File: config.mk
export PLATFORM = sky130hd
export DESIGN_NAME = pipeline_run_controller
export DESIGN_NICKNAME = d
export VERILOG_FILES = /design/src/rtl/pipeline_run_controller.sv
export SDC_FILE = /design/constraint.sdc
export NUM_CORES = 1
export LEC_CHECK = 0
export ABC_AREA = 1
export ABC_CLOCK_PERIOD_IN_PS = 1900
export CORE_ASPECT_RATIO = 0.75
export CORE_UTILIZATION = 25
export CTS_CLUSTER_SIZE = 24
export DETAILED_ROUTE_END_ITERATION = 7
export GPL_ROUTABILITY_DRIVEN = 0
export RECOVER_POWER = 25
export SYNTH_ARGS = -nofsm -noshare
export SYNTH_HDL_FRONTEND = slang
export SYNTH_SLANG_ARGS = --single-unit
export TNS_END_PERCENT = 1
File: constraint.sdc
create_clock -name clock_i -period 1.9 [get_ports clock_i]
set_clock_uncertainty 0.05 [all_clocks]
set_input_delay 0.38 -clock clock_i [delete_from_list [all_inputs] [get_ports clock_i]]
set_output_delay 0.38 -clock clock_i [all_outputs]
set_load 0.1 [all_outputs]
File: src/rtl/pipeline_run_controller.sv
// Debug-flow sequencer for the MIPS pipeline: run/step control, HALT drain,
// and a byte-serial state dump (cycle count, PC, registers, data memory).
module pipeline_run_controller #(
    parameter int         NB_DATA      = 32,
    parameter int         NB_REG       = 5,
    parameter int         NB_ADDR      = 7,
    parameter int         N_MEM_WORDS  = 32,
    parameter int         DRAIN_CYCLES = 4,
    parameter logic [5:0] HALT_OPCODE  = 6'b111111
) (
    input  logic               clock_i,
    input  logic               reset_i,
    input  logic               program_loaded_i,
    input  logic [7:0]         cmd_i,
    input  logic               cmd_valid_i,
    input  logic [NB_DATA-1:0] instruction_fetch_i,
    input  logic [6:0]         pc_i,
    input  logic [NB_DATA-1:0] data_registers_debug_i,
    input  logic [NB_DATA-1:0] data_mem_debug_i,
    input  logic               tx_done_i,
    output logic               en_pipeline_o,
    output logic               pc_enable_o,
    output logic               select_debug_o,
    output logic [NB_REG-1:0]  addr_reg_debug_o,
    output logic [NB_ADDR-1:0] addr_mem_debug_o,
    output logic [7:0]         tx_data_o,
    output logic               tx_start_o,
    output logic               busy_o,
    output logic               halted_o,
    output logic [31:0]        cycle_count_o
);

    localparam int N_WORDS  = 34 + N_MEM_WORDS;
    localparam int NB_IDX   = $clog2(N_WORDS);
    localparam int NB_DRAIN = (DRAIN_CYCLES > 1) ? $clog2(DRAIN_CYCLES) : 1;

    localparam logic [7:0]          CMD_RUN    = 8'h63;
    localparam logic [7:0]          CMD_STEP   = 8'h73;
    localparam logic [NB_IDX-1:0]   IDX_PC     = NB_IDX'(1);
    localparam logic [NB_IDX-1:0]   IDX_REG0   = NB_IDX'(2);
    localparam logic [NB_IDX-1:0]   IDX_MEM0   = NB_IDX'(34);
    localparam logic [NB_IDX-1:0]   IDX_LAST   = NB_IDX'(N_WORDS - 1);
    localparam logic [NB_DRAIN-1:0] DRAIN_LAST = NB_DRAIN'(DRAIN_CYCLES - 1);

    typedef enum logic [3:0] {
        IDLE,
        RUN,
        STEP,
        DRAIN,
        DUMP_ADDR,
        DUMP_LATCH,
        DUMP_SEND,
        DUMP_WAIT,
        HALTED
    } state_t;

    state_t               state_q, state_d;
    logic [31:0]          cycle_count_q;
    logic [31:0]          shift_q;
    logic [31:0]          word_sel;
    logic [NB_IDX-1:0]    word_idx_q, word_idx_d;
    logic [1:0]           byte_cnt_q;
    logic [NB_DRAIN-1:0]  drain_cnt_q;
    logic                 halt_flag_q;
    logic [NB_REG-1:0]    addr_reg_q;
    logic [NB_ADDR-1:0]   addr_mem_q;
    logic                 halt_at_fetch;
    logic                 cmd_ok;
    logic                 byte_last;
    logic                 word_last;
    logic                 unused_fetch_bits;

    assign halt_at_fetch     = (instruction_fetch_i[NB_DATA-1 -: 6] == HALT_OPCODE);
    assign unused_fetch_bits = &{1'b0, instruction_fetch_i[NB_DATA-7:0]};
    assign cmd_ok            = cmd_valid_i && program_loaded_i;
    assign byte_last         = (byte_cnt_q == 2'd3);
    assign word_last         = (word_idx_q == IDX_LAST);

    // First word of a dump starts at index 0; later words follow the last one sent.
    assign word_idx_d = (state_q == DUMP_WAIT) ? word_idx_q + NB_IDX'(1) : '0;

    always_comb begin
        word_sel = 32'(data_mem_debug_i);
        if (word_idx_q == '0)
            word_sel = cycle_count_q;
        else if (word_idx_q == IDX_PC)
            word_sel = {25'b0, pc_i};
        else if (word_idx_q < IDX_MEM0)
            word_sel = 32'(data_registers_debug_i);
    end

    always_ff @(posedge clock_i) begin
        if (reset_i)
            state_q <= IDLE;
        else
            state_q <= state_d;
    end

    always_comb begin
        state_d        = state_q;
        en_pipeline_o  = 1'b0;
        pc_enable_o    = 1'b0;
        select_debug_o = 1'b0;
        tx_start_o     = 1'b0;
        case (state_q)
            IDLE: begin
                if (cmd_ok && cmd_i == CMD_RUN)
                    state_d = RUN;
                else if (cmd_ok && cmd_i == CMD_STEP)
                    state_d = STEP;
            end
            RUN: begin
                en_pipeline_o = 1'b1;
                if (halt_at_fetch)
                    state_d = DRAIN;
                else
                    pc_enable_o = 1'b1;
            end
            STEP: begin
                en_pipeline_o = 1'b1;
                if (halt_at_fetch) begin
                    state_d = DRAIN;
                end else begin
                    pc_enable_o = 1'b1;
                    state_d     = DUMP_ADDR;
                end
            end
            DRAIN: begin
                en_pipeline_o = 1'b1;
                if (drain_cnt_q == DRAIN_LAST)
                    state_d = DUMP_ADDR;
            end
            DUMP_ADDR: begin
                select_debug_o = 1'b1;
                state_d        = DUMP_LATCH;
            end
            DUMP_LATCH: begin
                select_debug_o = 1'b1;
                state_d        = DUMP_SEND;
            end
            DUMP_SEND: begin
                select_debug_o = 1'b1;
                tx_start_o     = 1'b1;
                state_d        = DUMP_WAIT;
            end
            DUMP_WAIT: begin
                // tx_done_i is only looked at here, so a pulse coincident with
                // tx_start_o can never complete a byte.
                select_debug_o = 1'b1;
                if (tx_done_i) begin
                    if (!byte_last)
                        state_d = DUMP_SEND;
                    else if (!word_last)
                        state_d = DUMP_ADDR;
                    else
                        state_d = halt_flag_q ? HALTED : IDLE;
                end
            end
            HALTED: state_d = HALTED;
            default: state_d = IDLE;
        endcase
    end

    always_ff @(posedge clock_i) begin
        if (reset_i) begin
            cycle_count_q <= '0;
            shift_q       <= '0;
            word_idx_q    <= '0;
            byte_cnt_q    <= '0;
            drain_cnt_q   <= '0;
            halt_flag_q   <= 1'b0;
            addr_reg_q    <= '0;
            addr_mem_q    <= '0;
        end else begin
            if (en_pipeline_o)
                cycle_count_q <= cycle_count_q + 32'd1;
            drain_cnt_q <= (state_q == DRAIN) ? drain_cnt_q + NB_DRAIN'(1) : '0;
            if (state_d == DRAIN)
                halt_flag_q <= 1'b1;
            // Addresses are set on entry to DUMP_ADDR and held through DUMP_LATCH,
            // giving the read ports a full settle cycle before capture.
            if (state_d == DUMP_ADDR) begin
                word_idx_q <= word_idx_d;
                if (word_idx_d >= IDX_REG0 && word_idx_d < IDX_MEM0)
                    addr_reg_q <= NB_REG'(word_idx_d - IDX_REG0);
                if (word_idx_d >= IDX_MEM0)
                    addr_mem_q <= NB_ADDR'(word_idx_d - IDX_MEM0);
            end
            if (state_q == DUMP_LATCH) begin
                shift_q    <= word_sel;
                byte_cnt_q <= '0;
            end
            if (state_q == DUMP_WAIT && tx_done_i) begin
                shift_q    <= {shift_q[23:0], 8'h00};
                byte_cnt_q <= byte_cnt_q + 2'd1;
            end
        end
    end

    assign tx_data_o        = shift_q[31:24];
    assign addr_reg_debug_o = addr_reg_q;
    assign addr_mem_debug_o = addr_mem_q;
    assign cycle_count_o    = cycle_count_q;
    assign busy_o           = (state_q != IDLE) && (state_q != HALTED);
    assign halted_o         = (state_q == HALTED);

endmodule

==> impl_metrics.toml, run 1 <==
[sta]
setup_violations = 1
drv_slew = 0
min_period_ns = 1.91
hold-worst-slack_ns = 0.389
worst_pin_slew_ns = 0.606
hold_violations = 0
fin_crit_sh_pct = 100
rsz0062_at_grt = "yes"
relSlewSlack_pct = 59.6
fin_ws_ns = -0.00739
fmax_ghz = 0.524

[floorplan]
initial_core_util_pct = 25.6
fp-row-count = 47
die_x_um = 176
num_io_pins = 174
fp.dieH_um = 133
fp.coreArea_um2 = 22200
die-area_um2 = 23300

[synth]
yosys.area.top_type = "dfxtp_1"
synth_xor_area_share_pct = 1.08
syn_area_per_cell_um2 = 6.31
synth_compound_area_share_pct = 16.5
synth.area.mux_share_pct = 0
ys.flop_type = "dfxtp_1"
synth_edf_count = 0
synthAdderAreaFrac_pct = 1.76
synth_fp_nets = 1025
yosys-top-cells-area = "dfxtp_1 32%, nand2_1 13%, nor2_1 9.0%"
synthCells = 901
synth-seq-area-share_pct = 32.4
synth.distinct_cells = 43
ys_ff_latch = 92
yosysTopAreaCellShare_pct = 32.4
synthSimpleGateAreaFrac_pct = 35.5
yosysWarningCount = 0
syn_area_um2 = 5680
synth_top_family_by_area = "simple AND/OR/NAND/NOR gates"
synth-async-reset-ratio_pct = 0

[critical_path]
worstPathArrival_ns = 2.13
critical-path-max-stage-delay_ns = 0.33
required_ns = 2.13
crit_type = "register to register"
critPathMaxFanout = 6
r2r_slack_ns = -0.007
crit_chain = "ha_2 > or2_4 > nand3_4 > ha_4 > nand3_2 > nand2_2 > nand2_4 > inv_8 > nand2_8 > nand2_4 > nand2_4 > a21oi_2"
r2r_cells = 12
crit_path_top_delay_cell = "dfxtp_2"
start_kind = "register"
path_common_cell = "nand2_4"
cp-end-kind = "register"

[drt]
finalWirelength_um = 20800
wl_per_cell_um = 14.7
drc = 0
drt-initial-drc-count = 536
drtAntennaViolNets = 0
via_per_inst = 4.64
drt_first_pass_iters = 5
vias = 6564

[run_status]
violations = "negative setup slack"
status = "finished with violations"

[cells_and_area]
fin_util_pct = 42.8
final_nets = 1241
drive_gt1_share_pct = 28.4
fillCellCount = 2180
area_growth_pct = 67.1
final_area_um2 = 9490
n_antenna_cell = 0

[global_route]
grt_max_degree = 49
grt_pass1_vias = 5844
grt-ovfl-total = 0
grt_pass1_wl_um = 31100
grt_util_all_layers_pct = 17.2
antenna_found_initial = 0

[power_and_ir_drop]
power_density_nw_per_um2 = 483
vdd_drop_max_mv = 0.342
fin_total_pwr_uw = 4580
power.static_leakage_uw = 0.00373

[worst_hold_path]
hold_path.class = "register to register"
holdPathStages = 1

[clock_tree]
cts.sinks = 92
cts_tree = "done"
cts_root_buf = "clkbuf_16"
clk_latency_ns = 0.35
cts_buffers = 9
cts_buffer_depth = 2
clk_pin_slew_ns = 0.07
cts.htree.levels = 3

[placement]
place_hpwl_um = 15600
port_buffers = 147
place_area_um2 = 8610
place_ws_ns = -0.301

[flow_run]
max_cap_violations = 0
[metal layers]
layer | wire [um] | part of all wire, % | global-route usage [%] | up-vias
li1 | - | - | - | 3330
met5 | 0 | 0 | 0 | -
met4 | 508 | 2.4 | 4.69 | 0
met3 | 991 | 4.8 | 3.48 | 41
met1 | 9880 | 47 | 24.0 | 3024
met2 | 9440 | 45 | 26.7 | 169
[critical path: cells and delay by family (launching register included)]
family	cells	cell delay [ns]
AOI/OAI and AO/OA	1	0.14
DFF	1	0.33
buffers and inverters	1	0.09
and+or+nand+nor	8	0.84
adders and majority gates	2	0.36
[flip-flops by register name, indices dropped and copies added (netlist names)]
register          cells
drain_cnt_q           2
byte_cnt_q            2
addr_reg_debug_o      5
halt_flag_q           1
shift_q              32
state_q               4
cycle_count_o        32
addr_mem_debug_o      7
word_idx_q            7
[stage by stage]
stage                     setup TNS, ns  instances
after floorplan                   -2.40        901
after global placement            -4.91       1382
after detailed placement          -5.31       1382
after CTS                             0       1406
after global routing              -2.12       1416
final                          -0.00739       1416
[repair_timing]
action,in CTS,in global routing
gates cloned,1,0
resized for setup,43,72
hold buffers,0,0
buffers inserted,8,10
pin swaps,16,29
endpoints found under the setup margin,36,66
[path summary, 6_finish.rpt]
kind                              startpoint                                to
setup / recovery  word_idx_q[0]$_SDFFE_PP0N_  addr_mem_debug_o[1]$_SDFFE_PP0P_
hold / removal     drain_cnt_q[0]$_SDFF_PP0_         drain_cnt_q[0]$_SDFF_PP0_
setup reg to reg  word_idx_q[0]$_SDFFE_PP0N_  addr_mem_debug_o[1]$_SDFFE_PP0P_
hold reg to reg    drain_cnt_q[0]$_SDFF_PP0_         drain_cnt_q[0]$_SDFF_PP0_
[area by class of cell]
| class | instances | area, um^2 | area share, % |
|---|---|---|---|
| Tap cell | 294 | 368 | 3.87 |
| Clock inverter | 6 | 50.0 | 0.527 |
| Clock buffer | 10 | 250 | 2.64 |
| Inverter | 128 | 497 | 5.23 |
| Sequential cell | 92 | 1880 | 19.8 |
| Timing Repair Buffer | 248 | 2920 | 30.8 |
| Multi-Input combinational cell | 638 | 3520 | 37.1 |
[placed cells by master, fill, tap and decap left out, types with 3 or more instances in the layout]
| cell type | instances |
|---|---|
| dfxtp_2 | 25 |
| o22ai_1 | 8 |
| nand3_1 | 40 |
| o21ai_2 | 5 |
| o21ai_1 | 22 |
| buf_6 | 12 |
| dfxtp_4 | 3 |
| ha_4 | 4 |
| nand4_1 | 15 |
| nand3_2 | 11 |
| nor4_1 | 3 |
| buf_12 | 62 |
| a21oi_2 | 6 |
| o211ai_1 | 8 |
| nor2_2 | 11 |
| nand2_4 | 6 |
| buf_4 | 82 |
| inv_1 | 112 |
| nand2_2 | 19 |
| nor3b_1 | 3 |
| clkdlybuf4s50_1 | 88 |
| nor3_2 | 5 |
| xor2_1 | 4 |
| nand2_1 | 177 |
| nor2_4 | 14 |
| a21oi_1 | 66 |
| a31oi_1 | 8 |
| dfxtp_1 | 64 |
| nor2_1 | 119 |
| nor3_1 | 11 |
| clkbuf_16 | 10 |
| o21ai_0 | 45 |
| nand3_4 | 7 |
| inv_6 | 3 |
| inv_2 | 11 |
| buf_8 | 3 |
[synthesized netlist by cell type, types with 12 or more instances]
master    instances
nand4_1          15
clkbuf_1         17
nor3_1           14
inv_1           121
buf_2            12
dfxtp_1          92
o21ai_1          25
nor2_1          136
o21ai_0          47
nand2_1         193
a21oi_1          68
nand3_1          49
[where the power goes]
group | internal [uW] | switching (uW)
clock | 990 | 862
sequential | 1940 | 16.7
combinational | 374 | 401
total | 3300 | 1280
[cells by family after synthesis]
logic type,Yosys count
adder cells (fa/ha/maj),8
buffers and inverters,172
AND/OR/NAND/NOR,449
AO/OA/AOI/OAI,173
flip-flops,92
XOR/XNOR,7
(Power assumes the default switching activity.)
==> inputs of run 2 (changes only) <==
--- a/config.mk
+++ b/config.mk
@@ -11,6 +11,7 @@
 export CORE_UTILIZATION = 25
 export CTS_CLUSTER_SIZE = 24
 export DETAILED_ROUTE_END_ITERATION = 7
+export DONT_BUFFER_PORTS = 1
 export GPL_ROUTABILITY_DRIVEN = 0
 export RECOVER_POWER = 25
 export SYNTH_ARGS = -nofsm -noshare
==> run 2 against run 1 <==
The flow now finishes without violations. Critical path depth up 1. Combinational power down 34%. Clock power down 2%. Flip-flop and latch count unchanged. Fmax up 0.80%. Register-to-register slack better by 0.02 ns. Core utilization down 8.1 points. Die area unchanged. Clock-buffer cell count up 1. Setup slack better by 0.015 ns. Critical endpoint is now addr_mem_debug_o[4]$_SDFFE_PP0P_.
==> impl_metrics.toml, run 2 (same netlist as run 1, synthesis figures left out) <==
[placement]
place_ws_ns = -0.162
port_buffers = 0
place_hpwl_um = 15100

[drt]
drtAntennaViolNets = 0
wl_per_cell_um = 15.1
finalWirelength_um = 19800
drt_first_pass_iters = 7
vias = 6241
drt-initial-drc-count = 603
drc = 0
via_per_inst = 4.74

[floorplan]
initial_core_util_pct = 25.6
die-area_um2 = 23300
num_io_pins = 174
fp.dieH_um = 133
fp-row-count = 47
die_x_um = 176
fp.coreArea_um2 = 22200

[cells_and_area]
final_cell_mix = "186 x nand2_1, 130 x buf_4, 120 x nor2_1"
fillCellCount = 2342
area_growth_pct = 35.4
layout_commonest_cell = "nand2_1"
final_nets = 1141
n_antenna_cell = 0
drive_gt1_share_pct = 27.7

[power_and_ir_drop]
vdd_drop_max_mv = 0.357
power_density_nw_per_um2 = 555
power.static_leakage_uw = 0.00313

[sta]
fmax_ghz = 0.528
worst_pin_slew_ns = 0.456
drv_slew = 0
hold-worst-slack_ns = 0.0414
min_period_ns = 1.89
relSlewSlack_pct = 69.3
fin_crit_sh_pct = 99.6
setup_violations = 0
fin_ws_ns = 0.00771
rsz0062_at_grt = "yes"
hold_violations = 0

[worst_hold_path]
hold_end = "addr_mem_debug_o[2]$_SDFFE_PP0P_"
holdPathStages = 1
min_from = "reset_i"
hold_path.class = "input pin to register"

[critical_path]
r2r_cells = 13
critPathMaxFanout = 6
r2r_slack_ns = 0.008
worstPathArrival_ns = 2.13
start_kind = "register"
crit_type = "register to register"
reg2reg_from = "state_q[0]$_SDFF_PP0_"
cp-end-kind = "register"
required_ns = 2.13
reg2reg_to = "addr_mem_debug_o[4]$_SDFFE_PP0P_"

[flow_run]
max_cap_violations = 0

[global_route]
antenna_found_initial = 0
grt_max_degree = 50
grt_pass1_wl_um = 30200
grt_util_all_layers_pct = 16.6
grt_pass1_vias = 5654
grt-ovfl-total = 0

[clock_tree]
clk_pin_slew_ns = 0.07
cts_root_buf = "clkbuf_16"
holdBufCountCts = 0
cts.sinks = 92
cts_buffer_depth = 2
cts.htree.levels = 3
clk_latency_ns = 0.35
cts_tree = "done"
cts_buffers = 9

[run_status]
status = "finished, final reports clean"
-- run 2: what timing repair did --
item,4_1_cts,5_1_grt
pin swaps,12,23
cloned,1,0
setup buffers,5,4
hold endpoints to repair,0,0
resized for setup,27,56
endpoints found under the setup margin,42,55
-- run 2: metrics by stage --
stage | util, % | cell area (um^2) | setup TNS (ns) | power [uW] | instances
final | 34.7 | 7700 | 0 | 4270 | 1316
after global routing | 34.7 | 7700 | -0.770 | 4450 | 1316
after global placement | 31.6 | 7020 | -1.08 | 2450 | 1290
after CTS | 33.6 | 7450 | -0.125 | 4290 | 1312
after floorplan | - | 5760 | -2.40 | 2310 | 901
after detailed placement | 31.6 | 7020 | -1.82 | 2460 | 1290
-- run 2: where the power goes --
group / total [uW] / switching, uW / internal, uW
logic: 514 / 335 / 180
registers: 1950 / 12.5 / 1940
clock network: 1810 / 835 / 975
total: 4270 / 1180 / 3090
-- run 2: routing by layer --
| layer | share of wire (%) | up-vias | GRT usage [%] |
|---|---|---|---|
| li1 | - | 3132 | - |
| met1 | 46 | 2867 | 22.2 |
| met2 | 45 | 208 | 26.0 |
| met3 | 6.5 | 34 | 3.59 |
| met4 | 3.1 | 0 | 6.28 |
| met5 | 0 | - | 0 |
-- run 2: how the worst max path moves through the flow --
stage	cells past startpoint	to	from
floorplan	4	tx_start_o	state_q[2]$_SDFF_PP0_
global placement	12	addr_mem_debug_o[2]$_SDFFE_PP0P_	word_idx_q[0]$_SDFFE_PP0N_
detailed placement	12	addr_mem_debug_o[4]$_SDFFE_PP0P_	word_idx_q[0]$_SDFFE_PP0N_
CTS	14	addr_mem_debug_o[4]$_SDFFE_PP0P_	state_q[3]$_SDFF_PP0_
global route	13	addr_reg_debug_o[4]$_SDFFE_PP0P_	state_q[3]$_SDFF_PP0_
finish	13	addr_mem_debug_o[4]$_SDFFE_PP0P_	state_q[0]$_SDFF_PP0_
-- run 2: worst max-delay path, stage by stage (launching register included) --
cell	delay (ns)
dfxtp_4	0.38
nand2_4	0.07
nor2_4	0.21
buf_6	0.14
nand2_4	0.06
inv_4	0.07
ha_4	0.12
nand2_2	0.05
nor2_4	0.13
nand3_4	0.12
nand2_8	0.13
buf_6	0.10
nand3_2	0.06
a21oi_2	0.12
-- run 2: cell type report --
cell class	instances	area (um^2)	area share [%]
Clock inverter	5	41.3	0.536
Clock buffer	11	253	3.28
Inverter	128	497	6.45
Multi-Input combinational cell	638	3410	44.3
Sequential cell	92	1880	24.5
Tap cell	294	368	4.78
Timing Repair Buffer	148	1250	16.2
==> inputs of run 3 (changes only) <==
--- a/config.mk
+++ b/config.mk
@@ -8,7 +8,7 @@
 export ABC_AREA = 1
 export ABC_CLOCK_PERIOD_IN_PS = 1900
 export CORE_ASPECT_RATIO = 0.75
-export CORE_UTILIZATION = 25
+export CORE_UTILIZATION = 30
 export CTS_CLUSTER_SIZE = 24
 export DETAILED_ROUTE_END_ITERATION = 7
 export DONT_BUFFER_PORTS = 1
==> run 3 against run 2 <==
The run now ends with negative setup slack left. Combinational power decreased by 3%. Sequential power about the same. Cell area shrank 2.4%. Non-clock buffer count down 13. Via count is 2.7% lower. Clock power decreased by 4%. Sequential share of layout area increased by 0.69 points. Flip-flop and latch count unchanged. Core utilization increased by 5.9 points. Die area down 16%. Fmax fell by 3.7%. Critical path depth grew 1. Critical endpoint is now addr_mem_debug_o[1]$_SDFFE_PP0P_. Highest routed layer unchanged.
==> impl_metrics.toml, run 3 (same netlist as run 1, synthesis figures left out) <==
[global_route]
grt_max_degree = 65
grt_util_all_layers_pct = 19.0
grt-ovfl-total = 0
antenna_found_initial = 0
grt_pass1_vias = 5471
grt_pass1_wl_um = 28900

[critical_path]
start_kind = "register"
cp-end-kind = "register"
worstPathArrival_ns = 2.21
critPathMaxFanout = 5
crit_type = "register to register"
required_ns = 2.14

[clock_tree]
cts_buffer_depth = 2
clk_pin_slew_ns = 0.07
cts_buffers = 9
cts_root_buf = "clkbuf_16"
cts.sinks = 92
clk_latency_ns = 0.35
cts.htree.levels = 3
cts_tree = "done"

[run_status]
status = "finished with violations"
violations = "negative setup slack"

[floorplan]
num_io_pins = 174
fp.coreArea_um2 = 18500
die-area_um2 = 19500
die_x_um = 161
fp-row-count = 43
initial_core_util_pct = 30.7
fp.dieH_um = 121

[drt]
wl_per_cell_um = 15.0
drt_first_pass_iters = 6
drc = 0
finalWirelength_um = 18800
drtAntennaViolNets = 0
via_per_inst = 4.84
vias = 6072
drt-initial-drc-count = 508

[sta]
fin_crit_sh_pct = 103
fin_ws_ns = -0.0650
worst_pin_slew_ns = 0.658
fmax_ghz = 0.509
fin_tns_setup_ns = -0.196
relSlewSlack_pct = 56.0
min_period_ns = 1.96
setup_violations = 5
hold-worst-slack_ns = 0.0469
rsz0062_at_grt = "yes"
drv_slew = 0
hold_violations = 0

[worst_hold_path]
hold_path.class = "input pin to register"

[cells_and_area]
n_antenna_cell = 0
drive_gt1_share_pct = 27.4
final_area_um2 = 7510
layoutNonFillerInstCount = 1255
area_growth_pct = 32.1
final_nets = 1128
final_cell_mix = "186 x nand2_1, 122 x nor2_1, 117 x buf_4"
layout_commonest_cell = "nand2_1"

[power_and_ir_drop]
vdd_drop_max_mv = 0.406
power.static_leakage_uw = 0.00305
power_density_nw_per_um2 = 557

[flow_run]
max_cap_violations = 0

[placement]
place_hpwl_um = 14100
dp_cells = 1225
place_ws_ns = -0.146
port_buffers = 0
place_area_um2 = 6810
-- run 3: path summary, 6_finish.rpt --
check / depth (start not counted) / endpoint / start / slack [ns]
setup reg to reg: 14 / addr_mem_debug_o[1]$_SDFFE_PP0P_ / state_q[3]$_SDFF_PP0_ / -0.06
hold / removal: 1 / state_q[1]$_SDFF_PP0_ / reset_i / 0.05
setup / recovery: 14 / addr_mem_debug_o[1]$_SDFFE_PP0P_ / state_q[3]$_SDFF_PP0_ / -0.06
hold reg to reg: 1 / drain_cnt_q[0]$_SDFF_PP0_ / drain_cnt_q[0]$_SDFF_PP0_ / 0.40
-- run 3: cell type report --
type / count / area (um^2)
Tap cell: 247 / 309
Sequential cell: 92 / 1890
Clock inverter: 6 / 48.8
Clock buffer: 9 / 225
Inverter: 128 / 489
Fill cell: 1957 / 11000
Timing Repair Buffer: 135 / 1170
Multi-Input combinational cell: 638 / 3380
-- run 3: worst max-delay path, cell delays in order (launching register included) --
cell and delay (ns):
dfxtp_4 0.36, inv_2 0.06, nand2_2 0.06, nor2_4 0.16, buf_6 0.13, nand2_4 0.05, inv_2 0.06, ha_2 0.16
nand2_1 0.05, nor2_1 0.17, nand3_2 0.14, nand2_4 0.14, buf_6 0.12, nand3_2 0.06, a21oi_2 0.13
-- run 3: power by group --
part | leakage (uW) | switching (uW) | internal [uW]
Clock | 0.000138 | 832 | 897
Combinational | 0.00215 | 333 | 168
Sequential | 0.000758 | 11.9 | 1940
Total | 0.00305 | 1180 | 3000
-- run 3: what timing repair did --
action | CTS | global route
hold buffers | 0 | 0
buffers inserted | 9 | 3
hold endpoints to repair | 0 | 0
gates resized for setup | 25 | 52
gates cloned | 1 | 2
pin swaps | 8 | 21
setup endpoints to repair | 19 | 53
-- run 3: routing by layer --
layer  global-route usage (%)  vias to the layer above  part of all wire, %
met2                     28.3                      201                   43
met5                        0                        -                    0
li1                         -                     3097                    -
met3                     4.68                       31                  6.6
met1                     27.1                     2743                   48
met4                     4.66                        0                  1.9
-- run 3: metrics by stage --
stage	util (%)	power [uW]
2_1_floorplan	-	2310
3_3_place_gp	36.8	2440
3_5_place_dp	36.8	2440
4_1_cts	39.2	4210
5_1_grt	40.6	4340
6_report	40.6	4180
